===== config.mk =====
export PLATFORM = sky130hd
export DESIGN_NAME = cla_pipe_adder
export DESIGN_NICKNAME = d
export VERILOG_FILES = /design/src/rtl/cla_pipe_adder.sv
export SDC_FILE = /design/constraint.sdc
export NUM_CORES = 1
export LEC_CHECK = 0
export BUFFER_PORTS_ARGS = -buffer_cell sky130_fd_sc_hd__buf_2
export CORE_UTILIZATION = 52
export CTS_CLUSTER_DIAMETER = 200
export DETAILED_ROUTE_END_ITERATION = 8
export PLACE_DENSITY = 0.8
export SLEW_MARGIN = 20
export SYNTH_ARGS = -nofsm -noshare
export SYNTH_HDL_FRONTEND = slang
export SYNTH_SLANG_ARGS = --single-unit

===== constraint.sdc =====
create_clock -name clk -period 2 [get_ports clk]
set_clock_uncertainty 0.2 [all_clocks]
set_input_delay 0.1 -clock clk [delete_from_list [all_inputs] [get_ports clk]]
set_output_delay 0.1 -clock clk [all_outputs]
set_load 0.01 [all_outputs]

===== src/rtl/cla_pipe_adder.sv =====
// cla_pipe_adder: pipelined carry-lookahead adder/subtractor.
// A WIDTH-bit add is split into NSEG = WIDTH/SEG segments; stage k sums
// segment k with a SEG-bit lookahead group and registers the segment carry
// for stage k+1. One global stall (adv) freezes every stage at once.
module cla_pipe_adder #(
  parameter int WIDTH = 32,
  parameter int SEG   = 8
) (
  input  logic             clk,
  input  logic             rst_n,
  input  logic             in_valid,
  output logic             in_ready,
  input  logic [WIDTH-1:0] a,
  input  logic [WIDTH-1:0] b,
  input  logic             ci,
  input  logic             sub,
  output logic             out_valid,
  input  logic             out_ready,
  output logic [WIDTH-1:0] s,
  output logic             co,
  output logic             ovf
);

  localparam int NSEG = (SEG > 0) ? WIDTH / SEG : 1;

  // Reject geometries that cannot be cut into whole segments.
  generate
    if (SEG < 1) begin : g_bad_seg
      $error("cla_pipe_adder: SEG must be at least 1");
    end else if (WIDTH % SEG != 0) begin : g_bad_width
      $error("cla_pipe_adder: WIDTH must be a multiple of SEG");
    end
  endgenerate

  // SEG-bit lookahead group: every carry is a flat sum-of-products of the
  // generate/propagate terms and cin, so no carry ripples inside a segment.
  // Returns {carry_out, sum}.
  function automatic logic [SEG:0] cla_group(input logic [SEG-1:0] x,
                                             input logic [SEG-1:0] y,
                                             input logic           cin);
    logic [SEG-1:0] g;
    logic [SEG-1:0] p;
    logic [SEG:0]   c;
    logic           term;
    g = x & y;
    p = x ^ y;
    c = '0;
    c[0] = cin;
    for (int i = 0; i < SEG; i++) begin
      term = cin;
      for (int k = 0; k <= i; k++) term = term & p[k];
      c[i+1] = term;
      for (int j = 0; j <= i; j++) begin
        term = g[j];
        for (int k = j + 1; k <= i; k++) term = term & p[k];
        c[i+1] = c[i+1] | term;
      end
    end
    return {c[SEG], p ^ c[SEG-1:0]};
  endfunction

  logic w_adv;

  // The whole pipe moves only when the output slot is empty or being drained.
  assign w_adv    = !out_valid || out_ready;
  assign in_ready = w_adv;

  genvar gi;
  generate
    for (gi = 0; gi < NSEG; gi++) begin : g_stage
      // REM: operand bits still to be summed at this stage's input.
      // LOW: sum bits already produced by earlier stages.
      localparam int REM = WIDTH - gi * SEG;
      localparam int LOW = gi * SEG;

      logic [REM-1:0]     w_a;
      logic [REM-1:0]     w_b;
      logic               w_cin;
      logic               w_vin;
      logic [SEG:0]       w_grp;
      logic [LOW+SEG-1:0] w_sum_next;
      logic [LOW+SEG-1:0] r_sum;
      logic               r_valid;
      logic               r_carry;

      if (gi == 0) begin : g_first
        // Subtraction folds into the adder as a + ~b + 1; ci is ignored then.
        assign w_a        = a;
        assign w_b        = sub ? ~b : b;
        assign w_cin      = sub | ci;
        assign w_vin      = in_valid;
        assign w_grp      = cla_group(w_a[SEG-1:0], w_b[SEG-1:0], w_cin);
        assign w_sum_next = w_grp[SEG-1:0];
      end else begin : g_next
        assign w_a        = g_stage[gi-1].g_pipe.r_a;
        assign w_b        = g_stage[gi-1].g_pipe.r_b;
        assign w_cin      = g_stage[gi-1].r_carry;
        assign w_vin      = g_stage[gi-1].r_valid;
        assign w_grp      = cla_group(w_a[SEG-1:0], w_b[SEG-1:0], w_cin);
        assign w_sum_next = {w_grp[SEG-1:0], g_stage[gi-1].r_sum};
      end

      // Stage register: valid bit, accumulated low sum and this segment's carry.
      always_ff @(posedge clk or negedge rst_n) begin
        if (!rst_n) begin
          r_valid <= 1'b0;
          r_sum   <= '0;
          r_carry <= 1'b0;
        end else if (w_adv) begin
          r_valid <= w_vin;
          r_sum   <= w_sum_next;
          r_carry <= w_grp[SEG];
        end
      end

      if (gi < NSEG - 1) begin : g_pipe
        logic [REM-SEG-1:0] r_a;
        logic [REM-SEG-1:0] r_b;

        // Carry the not-yet-summed operand segments forward to later stages.
        always_ff @(posedge clk or negedge rst_n) begin
          if (!rst_n) begin
            r_a <= '0;
            r_b <= '0;
          end else if (w_adv) begin
            r_a <= w_a[REM-1:SEG];
            r_b <= w_b[REM-1:SEG];
          end
        end
      end else begin : g_last
        logic w_c_msb;
        logic r_ovf;

        // Carry into the MSB recovered from the MSB sum bit and its operands.
        assign w_c_msb = w_grp[SEG-1] ^ w_a[SEG-1] ^ w_b[SEG-1];

        // Signed overflow: carry into MSB differs from carry out of MSB.
        always_ff @(posedge clk or negedge rst_n) begin
          if (!rst_n) begin
            r_ovf <= 1'b0;
          end else if (w_adv) begin
            r_ovf <= w_c_msb ^ w_grp[SEG];
          end
        end

        assign out_valid = r_valid;
        assign s         = r_sum;
        assign co        = r_carry;
        assign ovf       = r_ovf;
      end
    end
  endgenerate

endmodule


* After elaboration in Yosys (flattened, before gate mapping) *
Index checks and enable logic that the tools add are counted.

storage, ports and cells
  register bits = 185
  bits of input ports = 70
  output and inout bits = 36
  logic and storage cells = 327

cells by class
  muxes and demuxes = 1
  bitwise operators = 305
  reduce and logical (&&, ||, !) cells = 2

operators by type and width
  operator          number
  $or 1x1->1        145
  $and 1x1->1       144
  $xor 8x8->8       8
  $and 8x8->8       4
  $mux 32           1
  $not 32->32       1
  $xor 1x1->1       3
  $logic_not 1->1   1
  $logic_or 1x1->1  1

* Logic depth before layout (Yosys ltp) *
Gate-level depths: netlist of run 1.

  word-level depth = 19
  depth in mapped cells = 10
  depth with buffers taken out = 8

* Least setup slack after synthesis of run 1 *
Ideal clock, no wire load.

  path type = input-to-reg
  start point = input sub
  end point = register g_stage[0].r_sum[6]
  library setup time = 95 ps
  arrival = 2,014 ps
  required time = 1,705 ps
  slack = -309 ps
  cell stages on the path = 10
  buffers on the path = 2
  cell sequence = clkbuf_1 > buf_2 > xor2_1 > ha_1 > ha_1 > o21a_1 > o211ai_1 > a21oi_1 > o21a_1 > o31ai_1

on the way
  word-level cells in the longest chain between the ends = 15
  elaborated cells between the ends (all ways) = 32
  classes of those cells = 1 x mux; 31 x bitwise

RTL lines
  what                       RTL line  RTL
  start: declaration         16        input logic sub,
  $mux 32                    89        assign w_b = sub ? ~b : b;
  $xor 8x8->8                46        p = x ^ y;
  $and 1x1->1 (6 in series)  51        for (int k = 0; k <= i; k++) term = term & p[k];
  $or 1x1->1 (6 in series)   56        c[i+1] = c[i+1] | term;
  $xor 8x8->8 (*)            59        return {c[SEG], p ^ c[SEG-1:0]};
  end signal: assignment     111       r_sum <= w_sum_next;
  end: declaration           82        logic [LOW+SEG-1:0] r_sum;

Every way passes the cells marked *; elsewhere a longest branch is shown, timed or not.
A chain may end at the register's enable or synchronous reset.

* Worst setup path in the final report of run 1 *
  start point = register g_stage[0].g_pipe.r_a[0]
  end point = register g_stage[1].r_sum[14]

on the way
  word-level cells in the longest chain between the ends = 14
  elaborated cells between the ends (all ways) = 20
  classes of those cells = 20 x bitwise

RTL lines
  what                          RTL line  RTL
  start: declaration            117       logic [REM-SEG-1:0] r_a;
  start signal: assignment      126       r_a <= w_a[REM-1:SEG];
  $xor 8x8->8                   46
  $and 1x1->1 (6 in series)     51
  $or 1x1->1 (*) (6 in series)  56
  $xor 8x8->8 (*)               59
  end signal: assignment        111
  end: declaration              82

Marks and branches as above.

==> impl_metrics.py, run 1 <==
metrics = {
    "cts": {
        "clk_latency_ns": 0.43,
        "cts_tree": "done",
        "root_buffer": "clkbuf_16",
        "cts.sinks": 185,
        "htreeDepth": 4,
        "cts_buffer_depth": 2,
        "numCtsBuffers": 17,
        "clk_pin_slew_ns": 0.07,
    },
    "place": {
        "hpwl_um": 10600,
        "place.gp.congestion": 0.808,
        "io_buffers": 105,
    },
    "sta": {
        "rsz0062_at_grt": "true",
        "setup_viol": 13,
        "final_max_slew_viol_count": 0,
        "max_freq_mhz": 462,
        "worst_pin_slew_ns": 0.546,
        "fin_crit_sh": 1.08,
        "layout_setup_ws_ns": -0.163,
        "period_needed_ns": 2.16,
        "relSlewSlack": 0.636,
        "hold_viol_final": 0,
        "setup_tns_ns": -1.20,
        "whs_ns": 0.0170,
    },
    "logic_synthesis": {
        "ys_seq_elements": 185,
        "seq_area_frac_synth": 0.551,
        "synth.avg_cell_area_um2": 9.23,
        "ys_async_sr_fraction": 1.00,
        "syn_inst": 911,
        "netlist_area_um2": 8410,
        "synth-main-ff-cell": "dfrtp_1",
        "ys_warn_count": 0,
        "synth_edf_count": 0,
        "yosysUniqueCellTypes": 46,
        "synth_fp_nets": 1021,
    },
    "status": {
        "failed_checks": "setup timing",
        "status": "finished with violations",
    },
    "critical_path": {
        "cp.arrival_ns": 2.27,
        "critPathSlowestCell": "dfrtp_1",
        "cp-start-kind": "flip-flop",
        "crit_family": "compound AO/OA/AOI/OAI gates",
        "endpoint_kind": "flip-flop",
        "path_max_fanout": 4,
        "path_class": "flip-flop to flip-flop",
        "crit_buf_inv": 0,
        "max_stage_delay_ns": 0.39,
        "cp.required_ns": 2.10,
        "crit_chain": "ha_1 -> ha_2 -> o21a_1 -> o211ai_2 -> nand2_2 -> a2111oi_4 -> o41ai_2",
    },
    "run": {
        "drv_cap": 0,
    },
    "drt": {
        "wl_um": 17200,
        "ant_nets": 0,
        "wl_per_cell_um": 13.0,
        "first_pass_iters": 5,
        "first_iter_violations": 417,
        "vias": 6505,
        "vias_per_cell": 4.94,
        "route.detailed.drc": 0,
    },
    "power_and_ir_drop": {
        "p_per_area_nw_per_um2": 1520,
        "power.total_mw": 16.4,
        "vdd_drop_max_mv": 0.646,
        "power.leakage_nw": 5.44,
    },
    "finish": {
        "nFillCells": 1173,
        "final_common_cell": "nand2_1",
        "drive_gt1_frac": 0.195,
        "nNetsFinal": 1196,
        "layout_common_cells": "nand2_1, dfrtp_1, buf_2, dlygate4sd3_1, o21ai_0",
        "syn2layout_area_growth_pct": 27.9,
        "final_util": 0.680,
    },
    "die": {
        "fp-row-count": 46,
        "core-area_um2": 15800,
        "initial_utilization": 0.531,
        "dieArea_um2": 16700,
        "ioPinCount": 106,
        "die_y_um": 129,
        "die_w_um": 129,
    },
    "grt": {
        "grt_usage": 0.217,
        "grt_max_degree": 113,
        "use_met1": 0.277,
        "grt_pass1_vias": 6112,
        "grt-busiest-layer": "met2",
        "use_met2": 0.359,
        "antenna_found_initial": 1,
        "overflow": 0,
        "grt_first_pass_wirelength_um": 28200,
        "gr-usage-met3": 0.0400,
    },
    "worst_hold_path": {
        "hold_path.class": "input pin to flip-flop",
    },
}
-- report_power, final --
group,internal [mW],total [mW],switching (mW)
logic,2.97,6.59,3.62
clock network,2.06,3.47,1.40
registers,5.42,6.32,0.898
-- cell usage after synthesis, types with 3 or more instances --
library cell,number,area [µm²]
nand2_1,427,1600
dfrtp_1,185,4630
o21ai_0,42,210
ha_1,36,450
xnor2_1,36,315
buf_2,30,150
a21oi_1,18,90.1
clkbuf_1,16,60.1
nor2_1,16,60.1
xor2_1,14,123
o21a_1,9,67.6
o31ai_1,8,60.1
nor3_1,7,35.0
a21o_1,6,45.0
inv_1,6,22.5
nand2b_1,6,37.5
a211oi_1,4,30.0
fa_1,4,80.1
and3_1,3,18.8
nand4b_1,3,26.3
o21ai_1,3,15.0
-- cells by family (layout without fill, tap and decap cells) --
| group | count (synthesis) | in the layout | synth area share |
|---|---|---|---|
| XOR/XNOR | 50 | 50 | 0.0521 |
| flip-flops | 185 | 185 | 0.551 |
| AND/OR/NAND/NOR | 475 | 475 | 0.222 |
| adder cells (fa/ha/maj) | 40 | 40 | 0.0631 |
| AO/OA/AOI/OAI | 106 | 106 | 0.0815 |
| multiplexers | 2 | 2 | 0.00238 |
| other | 0 | 1 | 0 |
| buffers and inverters | 53 | 241 | 0.0281 |
-- tightest hold or removal path, cell delays in order --
cell     delay [ns]
buf_2          0.08
ha_1           0.14
buf_4          0.10
xor2_1         0.05
a21oi_1        0.13
-- layout make-up --
type / count / area [µm²] / share of cell area
Sequential cell: 185 / 4630 / 0.430
Multi-Input combinational cell: 673 / 3710 / 0.345
Timing Repair Buffer: 202 / 1500 / 0.139
Clock buffer: 21 / 470 / 0.0437
Tap cell: 216 / 270 / 0.0251
Clock inverter: 11 / 145 / 0.0135
Inverter: 7 / 28.8 / 0.00268
Antenna cell: 1 / 2.50 / 0.000233
-- flip-flops by register name (all words and copies together) (netlist names) --
register	cells
g_stage.r_carry	3
g_stage.r_sum	48
co	1
ovf	1
s	32
g_stage.r_valid	3
g_stage.g_pipe.r_b	48
g_stage.g_pipe.r_a	48
out_valid	1
-- worst paths after layout --
check,start,end,slack (ns),depth (start not counted)
hold / removal,a[1],g_stage[0].r_sum[1],0.02,5
hold reg to reg,s[2],s[2],0.26,2
min in group asynchronous,rst_n,s[15],0.52,3
max in group asynchronous,rst_n,s[0],0.47,4
setup / recovery,g_stage[0].g_pipe.r_a[0],g_stage[1].r_sum[14],-0.16,7
setup reg to reg,g_stage[0].g_pipe.r_a[0],g_stage[1].r_sum[14],-0.16,7
-- stage by stage --
stage | std cells | setup WS (ns) | cell area (µm²)
after global routing | 1316 | -0.246 | 10800
after detailed placement | 1224 | -0.163 | 9420
after floorplan | 911 | -0.0893 | 8470
final | 1316 | -0.163 | 10800
after CTS | 1313 | -0.141 | 10700
after global placement | 1224 | -0.0912 | 9420
-- timing repair --
action                     4_1_cts  5_1_grt
gates resized for setup         13       16
hold endpoints to repair       251        0
buffers inserted                 2        3
setup endpoints to repair       16       24
pin swaps                       14       14
gates cloned                     0        0
hold buffers                    55        0
-- routing by layer --
metal | part of all wire | vias up
met5 | 0 | -
met3 | 0.031 | 34
li1 | - | 3282
met4 | 0.027 | 0
met2 | 0.49 | 130
met1 | 0.45 | 3059
Power figures use the tool's default switching activity.
==> run 2: changes to the inputs <==
Settings changed: ABC_CLOCK_PERIOD_IN_PS from default to 2000, BUFFER_PORTS_ARGS -buffer_cell sky130_fd_sc_hd__buf_2 to default, CORE_UTILIZATION 52 to 57, DONT_BUFFER_PORTS from default to 1, PLACE_DENSITY 0.8 to 0.79.
==> run 2 against run 1 <==
  * The run ends with hold timing, setup timing left
  * Count of clock-buffer cells in the layout is 4 lower
  * Hold slack worse by 0.86 ns
  * Final cell count is 8.4% lower
==> impl_metrics.py, run 2 (same netlist as run 1, synthesis figures left out) <==
metrics = {
    "die": {
        "die_y_um": 123,
        "fp-row-count": 44,
        "die_w_um": 123,
        "initial_utilization": 0.581,
        "core-area_um2": 14500,
        "ioPinCount": 106,
        "dieArea_um2": 15200,
    },
    "status": {
        "status": "finished with violations",
        "failed_checks": "hold timing, setup timing",
    },
    "power_and_ir_drop": {
        "p_comb_frac": 0.377,
        "power.total_mw": 16.7,
        "swShare": 0.361,
        "p_seq_frac": 0.396,
        "power.leakage_nw": 5.15,
        "p_per_area_nw_per_um2": 1590,
        "vdd_drop_max_mv": 0.822,
        "clkPwrFrac": 0.228,
        "switchingPower_mw": 6.03,
        "power.internal_mw": 10.7,
    },
    "finish": {
        "drive_gt1_frac": 0.107,
        "diodes": 0,
        "nNetsFinal": 1119,
        "largestRegisters": "g_stage.g_pipe.r_a: 48 flops, g_stage.g_pipe.r_b: 48 flops, g_stage.r_sum: 48 flops",
        "final_util": 0.726,
        "fin_cells": 1205,
        "final_common_cell": "nand2_1",
        "syn2layout_area_growth_pct": 25.1,
        "layout_common_cells": "nand2_1, dfrtp_1, dlygate4sd3_1, o21ai_0, xnor2_1",
    },
    "grt": {
        "grt_max_degree": 186,
        "grt_first_pass_wirelength_um": 29500,
        "use_met1": 0.301,
        "gr-usage-met3": 0.0641,
        "grt_pass1_vias": 6288,
        "grt_usage": 0.255,
        "antenna_found_initial": 0,
        "grt-busiest-layer": "met2",
        "overflow": 0,
        "use_met2": 0.429,
    },
    "sta": {
        "whs_ns": -0.839,
        "max_freq_mhz": 470,
        "period_needed_ns": 2.13,
        "worst_pin_slew_ns": 0.472,
        "rsz0062_at_grt": "true",
        "fin_crit_sh": 1.06,
        "relSlewSlack": 0.683,
        "layout_setup_ws_ns": -0.127,
        "final_max_slew_viol_count": 0,
        "setup_viol": 14,
        "hold_viol_final": 185,
    },
    "cts": {
        "clk_pin_slew_ns": 0.07,
        "clk_latency_ns": 0.44,
        "htreeDepth": 4,
        "numCtsBuffers": 17,
        "cts.sinks": 185,
        "cts_tree": "done",
        "holdBufCountCts": 88,
        "root_buffer": "clkbuf_16",
        "cts_buffer_depth": 2,
    },
    "drt": {
        "ant_nets": 0,
        "vias_per_cell": 5.31,
        "vias": 6398,
        "route.detailed.drc": 0,
        "wl_per_cell_um": 14.9,
        "first_iter_violations": 339,
        "wl_um": 18000,
        "first_pass_iters": 4,
    },
    "place": {
        "place.gp.congestion": 0.758,
        "io_buffers": 0,
        "hpwl_um": 10100,
        "dpl.cell_count": 1077,
    },
    "critical_path": {
        "path_max_fanout": 4,
        "r2r_slack_ns": -0.13,
        "r2r_start": "g_stage[1].g_pipe.r_b[0]",
        "cp-start-kind": "flip-flop",
        "rr_worst_depth": 7,
        "endpoint": "g_stage[2].r_sum[21]",
        "setup.worst_path.start": "g_stage[1].g_pipe.r_b[0]",
        "r2r_end": "g_stage[2].r_sum[21]",
        "endpoint_kind": "flip-flop",
        "cp.arrival_ns": 2.24,
        "path_class": "flip-flop to flip-flop",
        "cp.required_ns": 2.12,
    },
    "worst_hold_path": {
        "hold_path.class": "input pin to asynchronous set/reset pin",
    },
    "run": {
        "drv_cap": 0,
    },
}
[run 2: changes by cell type in the layout (fill, tap and decap cells not counted), moves of 3 or more]
cell           previous run  this run
buf_4                    34        30
dlygate4sd3_1            54        88
o21ai_0                  39        35
buf_2                   103         0
inv_6                     0         5
clkbuf_8                  4         0
bufinv_16                 3         6
[run 2: repair_timing]
item	CTS	global route
endpoints found under the hold margin	275	185
resized for setup	11	23
endpoints found under the setup margin	15	19
pin swaps	9	19
gates cloned	0	0
buffers inserted	4	5
[run 2: power groups by stage]
stage,clock (mW),combinational [mW],sequential (mW)
after floorplan,0,4.16,6.36
after global placement,0,5.08,6.54
after detailed placement,0,5.31,6.63
after CTS,3.86,5.82,6.58
after global routing,4.03,7.05,6.83
final,3.80,6.29,6.61
[run 2: cell type report]
cell class                      count  area, µm²
Tap cell                          184        230
Inverter                            7       28.8
Timing Repair Buffer              125       1240
Sequential cell                   185       4630
Clock inverter                     14        241
Fill cell                         981       3960
Multi-Input combinational cell    673       3720
Clock buffer                       17        425
[run 2: metrics by stage]
step	setup TNS, ns	setup slack [ns]	cell area, µm²
after floorplan	-0.316	-0.0893	8470
after global placement	-0.219	-0.0810	8750
after detailed placement	-0.670	-0.114	8750
after CTS	-0.550	-0.106	10400
after global routing	-2.14	-0.224	10500
final	-0.836	-0.127	10500
[run 2: worst min path at each step]
stage,endpoint,cells past startpoint
2_1_floorplan,co,0
3_3_place_gp,s[14],0
4_1_cts,s[15],0
5_1_grt,s[14],0
6_report,s[14],0
3_5_place_dp,s[15],0
[run 2: layer usage]
layer	wire, µm	vias to the layer above
li1	-	3127
met1	7260	3061
met2	9270	153
met3	824	57
met4	616	0
met5	0	-
[run 2: critical path, stage by stage, from the launching register on]
cell	delay [ns]
dfrtp_1	0.40
ha_1	0.30
ha_2	0.18
o21a_4	0.21
o211ai_1	0.24
nand2b_1	0.17
a211oi_2	0.21
o31ai_1	0.08
==> run 3: changes to the inputs <==
Settings changed: ABC_AREA from default to 1.
==> run 3 against run 2 <==
  * Core utilization is 3.8 points higher
  * Clock power decreased by 7.4%
  * The flow still finishes with violations (hold timing, setup timing)
  * Largest power group is now combinational logic
  * Worst setup slack worse by 0.13 ns
  * Largest cell class unchanged
  * Critical endpoint is now g_stage[1].r_sum[15]
  * Routed wire length is 8.4% higher
  * Sequential power hardly changed
==> impl_metrics.py, run 3 <==
metrics = {
    "status": {
        "status": "finished with violations",
        "failed_checks": "hold timing, setup timing",
    },
    "run": {
        "drv_cap": 0,
    },
    "grt": {
        "grt_usage": 0.263,
        "grt_pass1_vias": 6429,
        "grt_max_degree": 186,
        "antenna_found_initial": 1,
        "overflow": 0,
        "grt_first_pass_wirelength_um": 30400,
    },
    "place": {
        "dpl.cell_count": 1096,
        "dp_slack_ns": -0.231,
        "dpl_cell_area_um2": 8700,
        "io_buffers": 0,
        "hpwl_um": 9850,
        "place.gp.congestion": 0.775,
    },
    "logic_synthesis": {
        "synth.avg_cell_area_um2": 8.93,
        "synth_largest_area_cell": "dfrtp_1",
        "ys_seq_elements": 185,
        "synth_fp_nets": 1047,
        "yosysUniqueCellTypes": 28,
        "synth_edf_count": 0,
        "synth-main-ff-cell": "dfrtp_1",
        "synth_common_cells": "nand2_1, dfrtp_1, o21ai_0",
        "ys_async_sr_fraction": 1.00,
        "netlist.area_leader.share": 0.553,
        "yosys-top-cells-area": "dfrtp_1, nand2_1, o21ai_0",
        "yosysMostFrequentCell": "nand2_1",
        "syn_inst": 937,
        "seq_area_frac_synth": 0.553,
        "netlist_area_um2": 8360,
        "ys_warn_count": 0,
    },
    "critical_path": {
        "path_max_fanout": 3,
        "endpoint": "g_stage[1].r_sum[15]",
        "crit_chain": "ha_1 -> ha_2 -> o21ai_2 -> nand2_1 -> nand2_2 -> nand2_2 -> nand2_2 -> nand2_2 -> nand2_4 -> a21boi_4 -> nand2_2 -> nand2_4 -> xnor2_2 -> o21ai_1",
        "r2r_start": "g_stage[0].g_pipe.r_a[0]",
        "cp_common_cell": "nand2_2",
        "rr_worst_depth": 14,
        "setup.worst_path.start": "g_stage[0].g_pipe.r_a[0]",
        "r2r_slack_ns": -0.26,
        "endpoint_kind": "flip-flop",
        "cp.required_ns": 2.09,
        "r2r_end": "g_stage[1].r_sum[15]",
        "cp-start-kind": "flip-flop",
        "critPathSlowestCell": "dfrtp_1",
        "cp.arrival_ns": 2.35,
        "path_class": "flip-flop to flip-flop",
        "max_stage_delay_ns": 0.38,
    },
    "sta": {
        "relSlewSlack": 0.637,
        "setup_tns_ns": -2.84,
        "setup_viol": 18,
        "period_needed_ns": 2.26,
        "max_freq_mhz": 442,
        "final_max_slew_viol_count": 0,
        "hold_viol_final": 185,
        "fin_crit_sh": 1.13,
        "rsz0062_at_grt": "true",
        "whs_ns": -0.844,
        "layout_setup_ws_ns": -0.260,
        "worst_pin_slew_ns": 0.544,
    },
    "die": {
        "ioPinCount": 106,
        "initial_utilization": 0.593,
        "die_y_um": 123,
        "die_w_um": 123,
        "core-area_um2": 14100,
        "fp-row-count": 43,
        "dieArea_um2": 15200,
    },
    "drt": {
        "wl_per_cell_um": 15.5,
        "first_iter_violations": 536,
        "vias": 6564,
        "ant_nets": 0,
        "route.detailed.drc": 0,
        "wl_um": 19500,
        "vias_per_cell": 5.23,
        "first_pass_iters": 4,
    },
    "power_and_ir_drop": {
        "vdd_drop_max_mv": 0.799,
        "p_per_area_nw_per_um2": 1560,
        "power.leakage_nw": 5.27,
    },
    "cts": {
        "clk_pin_slew_ns": 0.07,
        "root_buffer": "clkbuf_16",
        "clk_latency_ns": 0.43,
        "numCtsBuffers": 17,
        "htreeDepth": 4,
        "holdBufCountCts": 102,
        "cts_buffer_depth": 2,
        "cts.sinks": 185,
        "cts_tree": "done",
    },
    "finish": {
        "final_util": 0.764,
        "stdcell_area_um2": 10800,
        "drive_gt1_frac": 0.142,
        "layout_common_cells": "nand2_1, dfrtp_1, dlygate4sd3_1, o21ai_0, inv_1",
        "largestRegisters": "g_stage.g_pipe.r_a: 48 flops, g_stage.g_pipe.r_b: 48 flops, g_stage.r_sum: 48 flops",
        "syn2layout_area_growth_pct": 28.8,
        "nNetsFinal": 1172,
        "nFillCells": 912,
        "fin_cells": 1256,
        "final_common_cell": "nand2_1",
    },
    "worst_hold_path": {
        "hold_path.class": "input pin to asynchronous set/reset pin",
    },
}
==> run 3: power by group <==
group          leakage (nW)  internal (mW)  total (mW)  switching [mW]
Clock                 0.299           2.00        3.52            1.52
Combinational          2.73           3.02        6.66            3.64
Sequential             2.24           5.41        6.59            1.18
Total                  5.27           10.4        16.8            6.34
==> run 3: what timing repair did <==
| item | 4_1_cts | 5_1_grt |
|---|---|---|
| buffers inserted | 10 | 17 |
| pin swaps | 5 | 25 |
| endpoints found under the setup margin | 15 | 28 |
| gates cloned | 0 | 3 |
| resized for setup | 13 | 49 |
| hold endpoints to repair | 330 | 185 |
==> run 3: layer usage <==
metal | GRT usage | vias to the layer above | share of wire
met5 | 0 | - | 0
met4 | 0.125 | 0 | 0.031
met3 | 0.0512 | 48 | 0.041
met2 | 0.418 | 205 | 0.50
met1 | 0.347 | 3117 | 0.43
li1 | - | 3194 | -
==> run 3: how the worst min path moves through the flow <==
stage	start	endpoint	slack (ns)	cells after the start
global placement	rst_n	g_stage[0].g_pipe.r_a[22]	-0.39	0
finish	rst_n	g_stage[0].r_sum[0]	-0.84	0
detailed placement	rst_n	g_stage[0].g_pipe.r_a[21]	-0.39	0
CTS	rst_n	g_stage[0].g_pipe.r_a[21]	-0.85	0
global route	rst_n	g_stage[0].g_pipe.r_a[21]	-0.86	0
floorplan	rst_n	co	-0.40	0
==> run 3: final cells by class <==
| cell class | count | area, µm² | share of cell area |
|---|---|---|---|
| tap | 180 | 225 | 0.0209 |
| timing repair inverter | 3 | 26.3 | 0.00244 |
| multi-input combinational | 646 | 3570 | 0.332 |
| timing repair buffer | 150 | 1470 | 0.136 |
| clock inverter | 14 | 184 | 0.0171 |
| inverter | 59 | 234 | 0.0217 |
| clock buffer | 18 | 429 | 0.0398 |
| sequential | 185 | 4630 | 0.430 |
| antenna | 1 | 2.50 | 0.000232 |
==> run 3: per-stage QoR <==
step | hold WS, ns | power [mW]
floorplan | -0.396 | 10.3
global placement | -0.391 | 11.5
detailed placement | -0.392 | 11.7
CTS | -0.855 | 15.9
global route | -0.861 | 18.0
finish | -0.844 | 16.8
==> run 3: critical path: cells and delay by family (launching register included) <==
family                     cells  cell delay [ns]
DFF                            1             0.38
AOI/OAI and AO/OA              3             0.28
and+or+nand+nor                8             0.67
adders and majority gates      2             0.47
xor gates and xnor gates       1             0.11
==> run 3: kinds of logic after synthesis <==
logic type / synth area share
flops: 0.553
fa+ha+maj: 0.0634
compound gates: 0.0770
xor+xnor: 0.0471
simple gates: 0.209
buf+inv: 0.0503
